--- src/rtl/bcd_timer_pkg.sv ---
`default_nettype none
// ============================================================================
// Module : bcd_timer_pkg
// Brief  : Shared BCD constants, load clamp helper and default prescaler width.
// Rev    : 1.0
// ============================================================================
package bcd_timer_pkg;

    localparam logic [3:0] BCD_MAX = 4'd9;
    localparam logic [3:0] BCD_MIN = 4'd0;

    localparam int DEF_CLK_HZ  = 50_000_000;
    localparam int DEF_TICK_HZ = 1;
    localparam int DEF_DIV     = DEF_CLK_HZ / DEF_TICK_HZ;
    localparam int DIV_W       = $clog2(DEF_DIV);

    function automatic logic [3:0] clamp_bcd(input logic [3:0] d);
        return (d > BCD_MAX) ? BCD_MAX : d;
    endfunction

endpackage
`default_nettype wire

--- src/rtl/bcd_timer_if.sv ---
`default_nettype none
// ============================================================================
// Module : bcd_timer_if
// Brief  : Control and display bundle between key logic and the BCD timer.
// Rev    : 1.0
// ============================================================================
interface bcd_timer_if #(
    parameter int NUM_DIGITS = 3
);
    logic                    clear;
    logic                    run;
    logic                    dir;
    logic                    load;
    logic [4*NUM_DIGITS-1:0] load_val;
    logic                    lap;
    logic [4*NUM_DIGITS-1:0] count_bcd;
    logic [4*NUM_DIGITS-1:0] disp_bcd;
    logic                    tick_o;
    logic                    tc_o;
    logic                    done;

    modport master (
        output clear, run, dir, load, load_val, lap,
        input  count_bcd, disp_bcd, tick_o, tc_o, done
    );

    modport slave (
        input  clear, run, dir, load, load_val, lap,
        output count_bcd, disp_bcd, tick_o, tc_o, done
    );
endinterface
`default_nettype wire

--- src/rtl/bcd_digit.sv ---
`default_nettype none
// ============================================================================
// Module : bcd_digit
// Brief  : One BCD digit register with up/down step, clear and clamped load.
// Rev    : 1.0
// ============================================================================
module bcd_digit
    import bcd_timer_pkg::*;
(
    input  wire logic       clk,
    input  wire logic       rst,
    input  wire logic       i_en,
    input  wire logic       i_dir,
    input  wire logic       i_clr,
    input  wire logic       i_ld,
    input  wire logic [3:0] i_ld_val,
    output logic      [3:0] o_q,
    output logic            o_term
);
    logic [3:0] r_q;

    always_ff @(posedge clk) begin
        if (!rst) begin
            r_q <= BCD_MIN;
        end else if (i_clr) begin
            r_q <= BCD_MIN;
        end else if (i_ld) begin
            r_q <= clamp_bcd(i_ld_val);
        end else if (i_en) begin
            if (i_dir) begin
                r_q <= (r_q == BCD_MIN) ? BCD_MAX : r_q - 4'd1;
            end else begin
                r_q <= (r_q >= BCD_MAX) ? BCD_MIN : r_q + 4'd1;
            end
        end
    end

    // Terminal digit: the next step in the current direction carries/borrows out
    assign o_term = i_dir ? (r_q == BCD_MIN) : (r_q == BCD_MAX);
    assign o_q    = r_q;

endmodule
`default_nettype wire

--- src/rtl/bcd_timer_n.sv ---
`default_nettype none
// ============================================================================
// Module : bcd_timer_n
// Brief  : N-digit BCD timer with prescaler, up/down, load, lap hold, wrap/sat.
// Rev    : 1.0
// ============================================================================
module bcd_timer_n
    import bcd_timer_pkg::*;
#(
    parameter int NUM_DIGITS = 3,
    parameter int CLK_HZ     = 50_000_000,
    parameter int TICK_HZ    = 1,
    parameter int WRAP       = 1
) (
    input  wire logic   clk,
    input  wire logic   rst,
    bcd_timer_if.slave  bus
);
    localparam int                 PRESC_DIV  = CLK_HZ / TICK_HZ;
    localparam int                 PRESC_W    = $clog2(PRESC_DIV);
    localparam logic [PRESC_W-1:0] PRESC_LAST = PRESC_W'(PRESC_DIV - 1);
    localparam int                 CW         = 4 * NUM_DIGITS;
    localparam bit                 SAT        = (WRAP == 0);

    logic [PRESC_W-1:0]    r_presc;
    logic                  r_done;
    logic                  r_tick;
    logic                  r_tc;
    logic                  r_lap_d;
    logic [CW-1:0]         r_snap;

    logic [CW-1:0]         w_count;
    logic [NUM_DIGITS-1:0] w_term;
    logic [NUM_DIGITS-1:0] w_en;
    logic                  w_adv;
    logic                  w_end;
    logic                  w_step;
    logic                  w_ovr;

    assign w_adv  = bus.run & ~r_done & (r_presc == PRESC_LAST);
    assign w_end  = w_adv & (&w_term);
    // Saturating mode swallows the step at range end so the count holds
    assign w_step = w_adv & ~(w_end & SAT);
    assign w_ovr  = bus.clear | bus.load;

    for (genvar k = 0; k < NUM_DIGITS; k++) begin : g_digit
        if (k == 0) begin : g_first
            assign w_en[k] = w_step;
        end else begin : g_rest
            assign w_en[k] = w_step & (&w_term[k-1:0]);
        end

        bcd_digit u_digit (
            .clk      (clk),
            .rst      (rst),
            .i_en     (w_en[k]),
            .i_dir    (bus.dir),
            .i_clr    (bus.clear),
            .i_ld     (bus.load),
            .i_ld_val (bus.load_val[4*k +: 4]),
            .o_q      (w_count[4*k +: 4]),
            .o_term   (w_term[k])
        );
    end

    always_ff @(posedge clk) begin
        if (!rst) begin
            r_presc <= '0;
            r_done  <= 1'b0;
            r_tick  <= 1'b0;
            r_tc    <= 1'b0;
            r_lap_d <= 1'b0;
            r_snap  <= '0;
        end else begin
            r_lap_d <= bus.lap;
            r_tick  <= w_adv & ~w_ovr;
            r_tc    <= w_end & ~w_ovr;

            if (w_ovr) begin
                r_presc <= '0;
                r_done  <= 1'b0;
            end else if (bus.run && !r_done) begin
                r_presc <= (r_presc == PRESC_LAST) ? '0 : r_presc + PRESC_W'(1);
                if (w_end && SAT) begin
                    r_done <= 1'b1;
                end
            end

            if (bus.clear) begin
                r_snap <= '0;
            end else if (bus.lap && !r_lap_d) begin
                r_snap <= w_count;
            end
        end
    end

    // In the lap-rise cycle the snapshot is not yet loaded, so show the live value
    assign bus.disp_bcd  = (bus.lap && r_lap_d) ? r_snap : w_count;
    assign bus.count_bcd = w_count;
    assign bus.tick_o    = r_tick;
    assign bus.tc_o      = r_tc;
    assign bus.done      = r_done;

endmodule
`default_nettype wire

--- src/flat_wrapper.sv ---
// flat-port wrapper written by rule: the top's interface ports become plain ports
module bcd_timer_n_flat import bcd_timer_pkg::*;
#(
    parameter int NUM_DIGITS = 3,
    parameter int CLK_HZ     = 50_000_000,
    parameter int TICK_HZ    = 1,
    parameter int WRAP       = 1
)
  (clk, rst, bus_clear, bus_run, bus_dir, bus_load, bus_load_val, bus_lap, bus_count_bcd, bus_disp_bcd, bus_tick_o, bus_tc_o, bus_done);
  bcd_timer_if #(.NUM_DIGITS(NUM_DIGITS)) bus_i ();
  input  wire logic clk;
  input  wire logic rst;
  input wire logic [$bits(bus_i.clear)-1:0] bus_clear;
  input wire logic [$bits(bus_i.run)-1:0] bus_run;
  input wire logic [$bits(bus_i.dir)-1:0] bus_dir;
  input wire logic [$bits(bus_i.load)-1:0] bus_load;
  input wire logic [$bits(bus_i.load_val)-1:0] bus_load_val;
  input wire logic [$bits(bus_i.lap)-1:0] bus_lap;
  output wire logic [$bits(bus_i.count_bcd)-1:0] bus_count_bcd;
  output wire logic [$bits(bus_i.disp_bcd)-1:0] bus_disp_bcd;
  output wire logic [$bits(bus_i.tick_o)-1:0] bus_tick_o;
  output wire logic [$bits(bus_i.tc_o)-1:0] bus_tc_o;
  output wire logic [$bits(bus_i.done)-1:0] bus_done;
  assign bus_i.clear = bus_clear;
  assign bus_i.run = bus_run;
  assign bus_i.dir = bus_dir;
  assign bus_i.load = bus_load;
  assign bus_i.load_val = bus_load_val;
  assign bus_i.lap = bus_lap;
  assign bus_count_bcd = bus_i.count_bcd;
  assign bus_disp_bcd = bus_i.disp_bcd;
  assign bus_tick_o = bus_i.tick_o;
  assign bus_tc_o = bus_i.tc_o;
  assign bus_done = bus_i.done;
  bcd_timer_n #(.NUM_DIGITS(NUM_DIGITS), .CLK_HZ(CLK_HZ), .TICK_HZ(TICK_HZ), .WRAP(WRAP)) u_core (.clk(clk), .rst(rst), .bus(bus_i));
endmodule
--- config.mk ---
export PLATFORM = sky130hd
export DESIGN_NAME = bcd_timer_n_flat
export DESIGN_NICKNAME = d
export VERILOG_FILES = /design/src/rtl/bcd_timer_pkg.sv /design/src/rtl/bcd_timer_if.sv /design/src/rtl/bcd_digit.sv /design/src/rtl/bcd_timer_n.sv /design/src/flat_wrapper.sv
export SDC_FILE = /design/constraint.sdc
export NUM_CORES = 1
export LEC_CHECK = 0
export CORE_ASPECT_RATIO = 0.9
export CORE_UTILIZATION = 45
export DETAILED_ROUTE_END_ITERATION = 10
export DONT_BUFFER_PORTS = 1
export SLEW_MARGIN = 20
export SYNTH_ARGS = -nofsm -noshare
export SYNTH_HDL_FRONTEND = slang
export SYNTH_HIERARCHICAL = 1
export SYNTH_SLANG_ARGS = --single-unit
--- constraint.sdc ---
create_clock -name clk -period 2.4 [get_ports clk]
set_clock_uncertainty 0.05 [all_clocks]
set_input_delay 0.48 -clock clk [delete_from_list [all_inputs] [get_ports clk]]
set_output_delay 0.48 -clock clk [all_outputs]
set_load 0.05 [all_outputs]
; ---- Word-level counts from Yosys, hierarchy flattened
; Cells that the tools add are included.
; Widths: inputs -> output; s select.
[word_totals]
regBits = 53
out_inout_bits = 27
word_cells = 70
[op_classes]
add_sub_neg = 7
n_lt_le_gt_ge = 6
eq_ne = 4
mux = 23
bitwise_logic = 9
n_reduce_logical = 13
[op_table]
columns = op, n
row1 = $mux 4, 18
row2 = $add 26x1->26 const B, 1
row3 = $eq 26x26->1 const B, 1
row4 = $mux 26, 1
row5 = $add 4x1->4 const B, 3
row6 = $eq 4x4->1 const B, 3
row7 = $ge 4x4->1 const B, 3
row8 = $gt 4x4->1 const B, 3
row9 = $logic_not 4->1, 3
row10 = $mux 12, 1
row11 = $sub 4x1->4 const B, 3
row12 = $and 1x1->1, 6
row13 = $reduce_bool 2->1, 3
row14 = $reduce_or 2->1, 2
row15 = $mux 1, 3
row16 = $reduce_and 3->1, 1
row17 = $logic_and 1x1->1, 2
row18 = $not 1->1, 2
row19 = $reduce_and 2->1, 1
row20 = $logic_not 1->1, 1
row21 = $or 1x1->1, 1

; ---- Depth between registers and ports, before layout
[logic_depth]
word_depth = 6
depth_mapped = 10
depth_no_buf = 10

; ---- Modules after synthesis
; Netlist, hierarchy kept.
[modules_own_cells]
columns = mod, instances, cells_each, area_per_inst_um2, seq_area_each_um2
row1 = bcd_timer_n, 1, 235, 1988.2, 820.8
row2 = bcd_digit, 3, 60, 457.9, 80.1

; ---- Worst setup path after synthesis
; OpenSTA, ideal clock, no wires.
[synth_path]
path_type = in2reg
startpoint = input bus_run
endpoint = register u_core.g_digit[2].u_digit.r_q[0]
setup_ps = 70
arrival_ps = 2167
required_time_ps = 2280
setup_slack_ps = 112
cell_stages = 9
n_path_buf = 1
path_cell_list = clkbuf_1 -> and3_1 -> nand3_1 -> nor3_1 -> and3_1 -> nor2_1 -> a31oi_1 -> o21ai_0 -> a21boi_1
[synth_between]
elab_chain_len = 3
[synth_rtl]
columns = element, line_no
row1 = from (decl), flat_wrapper.sv:14  ; input wire logic [$bits(bus_i.run)-1:0] bus_run;
row2 = $and 1x1->1, bcd_timer_n.sv:40  ; assign w_adv = bus.run & ~r_done & (r_presc == PRESC_LAST);
row3 = named net u_core.w_adv, bcd_timer_n.sv:35  ; logic w_adv;
row4 = $and 1x1->1, bcd_timer_n.sv:50  ; assign w_en[k] = w_step & (&w_term[k-1:0]);
row5 = named net u_core.w_en[2], bcd_timer_n.sv:34  ; logic [NUM_DIGITS-1:0] w_en;
row6 = $reduce_bool 2->1 (no line), --
row7 = to (signal assigned), bcd_digit.sv:28  ; r_q <= clamp_bcd(i_ld_val);
row8 = to (signal assigned), bcd_digit.sv:31  ; r_q <= (r_q == BCD_MIN) ? BCD_MAX : r_q - 4'd1;
row9 = to (signal assigned), bcd_digit.sv:33  ; r_q <= (r_q >= BCD_MAX) ? BCD_MIN : r_q + 4'd1;
row10 = to (decl), bcd_digit.sv:20  ; logic [3:0] r_q;
; The timed path passes the listed nets, and every way through them passes these cells.
; A chain may end at the register's enable or synchronous reset.

; ---- Worst setup path after layout
[layout_path]
startpoint = register u_core.r_presc[0]
endpoint = register u_core.g_digit[2].u_digit.r_q[0]
[layout_between]
elab_chain_len = 4
[layout_rtl]
columns = element, line_no
row1 = from (decl), bcd_timer_n.sv:25  ; logic [PRESC_W-1:0] r_presc;
row2 = from (signal assigned), bcd_timer_n.sv:83  ; r_presc <= (r_presc == PRESC_LAST) ? '0 : r_presc + PRESC_W'(1);
row3 = $eq 26x26->1, bcd_timer_n.sv:40
row4 = $and 1x1->1, bcd_timer_n.sv:40
row5 = named net u_core.w_adv, bcd_timer_n.sv:35
row6 = $and 1x1->1, bcd_timer_n.sv:50
row7 = named net u_core.w_en[2], bcd_timer_n.sv:34
row8 = $reduce_bool 2->1 (no line), --
; The timed path passes the listed nets, and every way through them passes these cells.

==> results.yml <==
grt:
  globalRouteOverflowTotal: 0
  grt_start_max_net_pins: 39
  grt_pass1_wl_um: 12700
  antenna_found_initial: 0
  gr-usage-all-layers_pct: 20.3
  grt_pass1_vias: 2561
pwr:
  combPwrFrac_pct: 15.2
  switchingPower_uw: 478
  clkPwrFrac_pct: 31.2
  switching_share_pct: 28.3
  ir_drop_v: 0.000196
  internal_power_uw: 1210
  leakage_uw: 0.00125
  sequentialPowerShare_pct: 53.7
  power.density_nw_per_um2: 476
  p_total_uw: 1690
critical_path:
  worstSetupEndpointType: "flip-flop"
  crit_arrival_ns: 2.39
  required_ns: 2.60
  crit_path_max_fanout: 8
  critical_path_class: "flip-flop to flip-flop"
  startpoint_type: "flip-flop"
logic_synthesis:
  synth.top_cell.area_share_pct: 31.6
  yosysSeqAreaShare_pct: 31.6
  synth_area_leaders: "dfxtp_1 32%, a21oi_1 6.4%, nand2_1 4.9%, ha_1 4.8%, mux2_2 4.0%"
  synth.cell_area_sq_um: 3360
  synthFlopType: "dfxtp_1"
  synthCells: 415
  ys_types: 51
  syn_avg_cell_area_sq_um: 8.10
  synth_edf_count: 0
  ys_ff_latch: 53
  synth.net_count: 447
  synth_top_area_cell: "dfxtp_1"
  synthArstFlopShare_pct: 0
  yosys_warnings: 6
detailed_routing:
  dr.first_iter.drc_count: 118
  vias_per_cell: 5.81
  route.detailed.drc: 0
  via_count: 2967
  final_antenna_net_count: 0
  wl_per_cell_um: 15.5
  first_pass_iters: 4
  routed_wirelength_um: 7930
run:
  cap_viol_max_count: 0
clock_tree:
  postCtsSetupRepairBufs: 0
  cts.root.buffer_cell: "clkbuf_8"
  cts.clk_slew.worst_paths_ns: 0.10
  ctsHtreeMaxLevel: 2
  cts_num_sinks: 53
  clk_latency_ns: 0.31
  clk_path_buf_depth: 2
  numCtsBuffers: 5
  tritoncts: "built"
die:
  start_util_pct: 47.0
  num_io_pins: 46
  coreArea_sq_um: 7150
  std_cell_rows: 29
  dieArea_sq_um: 7820
  fp.dieW_um: 93.1
  dieHeight_um: 84
layout:
  layout_commonest_cell: "dfxtp_1"
  antenna_cells: 0
  mostFrequentLayoutCells: "53 x dfxtp_1, 44 x nand2_1, 43 x a21oi_1, 25 x inv_1, 23 x o21ai_0"
  syn_to_final_growth_pct: 5.62
  fin_area_sq_um: 3550
  fin_util_pct: 49.7
  drive_gt1_share_pct: 15.3
  fin_nets: 450
placed_design:
  gp_congestion: 0.820
  dp_hpwl_um: 5660
  dpl_cell_area_sq_um: 3460
  port_buffers: 0
sta:
  finalSetupTns_ns: 0
  timing.fmax_mhz: 457
  fin_crit_sh_pct: 91.3
  final_hold_viol_count: 0
  slew_violations: 0
  setup_viol_count_final: 0
  rsz0062_at_grt: "no"
  min_period_ns: 2.19
hold_path:
  hp-class: "input port to flip-flop"
run_status:
  outcome: "finished clean"
==> synth_stat cells, drive strengths merged, types with 5 or more instances <==
master and count:
nand4 12, nor2 20, nand2 44, or3b 6
dfxtp 53, inv 25, nor4 5, buf 14
a31oi 9, and3 6, nand2b 5, a21oi 47
o21ai 26, nor2b 10, o31ai 10, and4 6
or4 6, ha 13, xor2 5, clkbuf 8
xnor2 9, a31o 5, and2 7, nand3 17
mux2 12, or3 7
==> stage by stage <==
step / setup slack (ns) / cells / hold slack (ns)
floorplan: 0.112 / 415 / 0.384
global placement: 0.262 / 504 / 0.392
detailed placement: 0.212 / 504 / 0.398
CTS: 0.184 / 511 / 0.225
global route: 0.0390 / 511 / 0.217
finish: 0.210 / 511 / 0.237
==> final cells by class <==
class / count / area (sq um)
repair buffers: 18 / 135
multi-input cells: 315 / 2050
well taps: 93 / 116
clock inverters: 1 / 7.51
fillers: 699 / 3600
inverters: 25 / 93.8
clock buffers: 6 / 82.6
flip-flops and latches: 53 / 1060
==> metal layers <==
metal,vias to the layer above,share of wire (%),global-route usage [%]
li1,1496,-,-
met1,1399,51,29.5
met2,65,43,29.5
met3,7,5.5,5.92
met4,0,0.82,4.34
met5,-,0,0
==> logic make-up after synthesis <==
kind of cell	Yosys count	synth area share, %
multiplexers	13	4.32
XOR/XNOR	14	3.65
flip-flops	53	31.6
other	1	0.112
adder cells (fa/ha/maj)	13	4.84
AO/OA/AOI/OAI	113	20.3
buffers and inverters	47	7.63
AND/OR/NAND/NOR	161	27.6
==> path summary, 6_finish.rpt <==
kind / startpoint / endpoint / slack, ns / cells after the start
max: u_core/r_presc[0] / u_core/g_digit[2].u_digit/o_q[0] / 0.21 / 10
min: bus_lap / u_core/r_lap_d / 0.24 / 1
max reg2reg: u_core/r_presc[0] / u_core/g_digit[2].u_digit/o_q[0] / 0.21 / 10
min reg2reg: u_core/r_snap[3] / u_core/r_snap[3] / 0.41 / 2
==> power groups by stage <==
stage | Combinational [uW] | Sequential, uW | Clock, uW
floorplan | 196 | 951 | 0
detailed placement | 253 | 927 | 0
CTS | 255 | 907 | 546
global placement | 252 | 926 | 0
finish | 256 | 906 | 527
global route | 277 | 909 | 591
==> registers in the layout (all words and copies together) (netlist names) <==
register / count
u_core/r_snap: 12
u_core/g_digit.u_digit/o_q: 12
u_core/r_presc: 26
u_core/bus.tc_o: 1
u_core/bus.tick_o: 1
u_core/r_lap_d: 1
==> worst max-delay path: stages, from the launching register on <==
cell and delay, ns:
dfxtp_1 0.39, ha_1 0.20, and3_1 0.25, nand3_1 0.18, nor3_1 0.21, buf_4 0.20
and3_2 0.24, nor2_1 0.08, a31oi_1 0.13, o21ai_0 0.10, a21boi_1 0.12
==> repair_timing <==
action,4_1_cts,5_1_grt
gates resized for setup,0,3
endpoints found under the setup margin,0,3
hold buffers,0,0
Power figures use the tool's default switching activity.
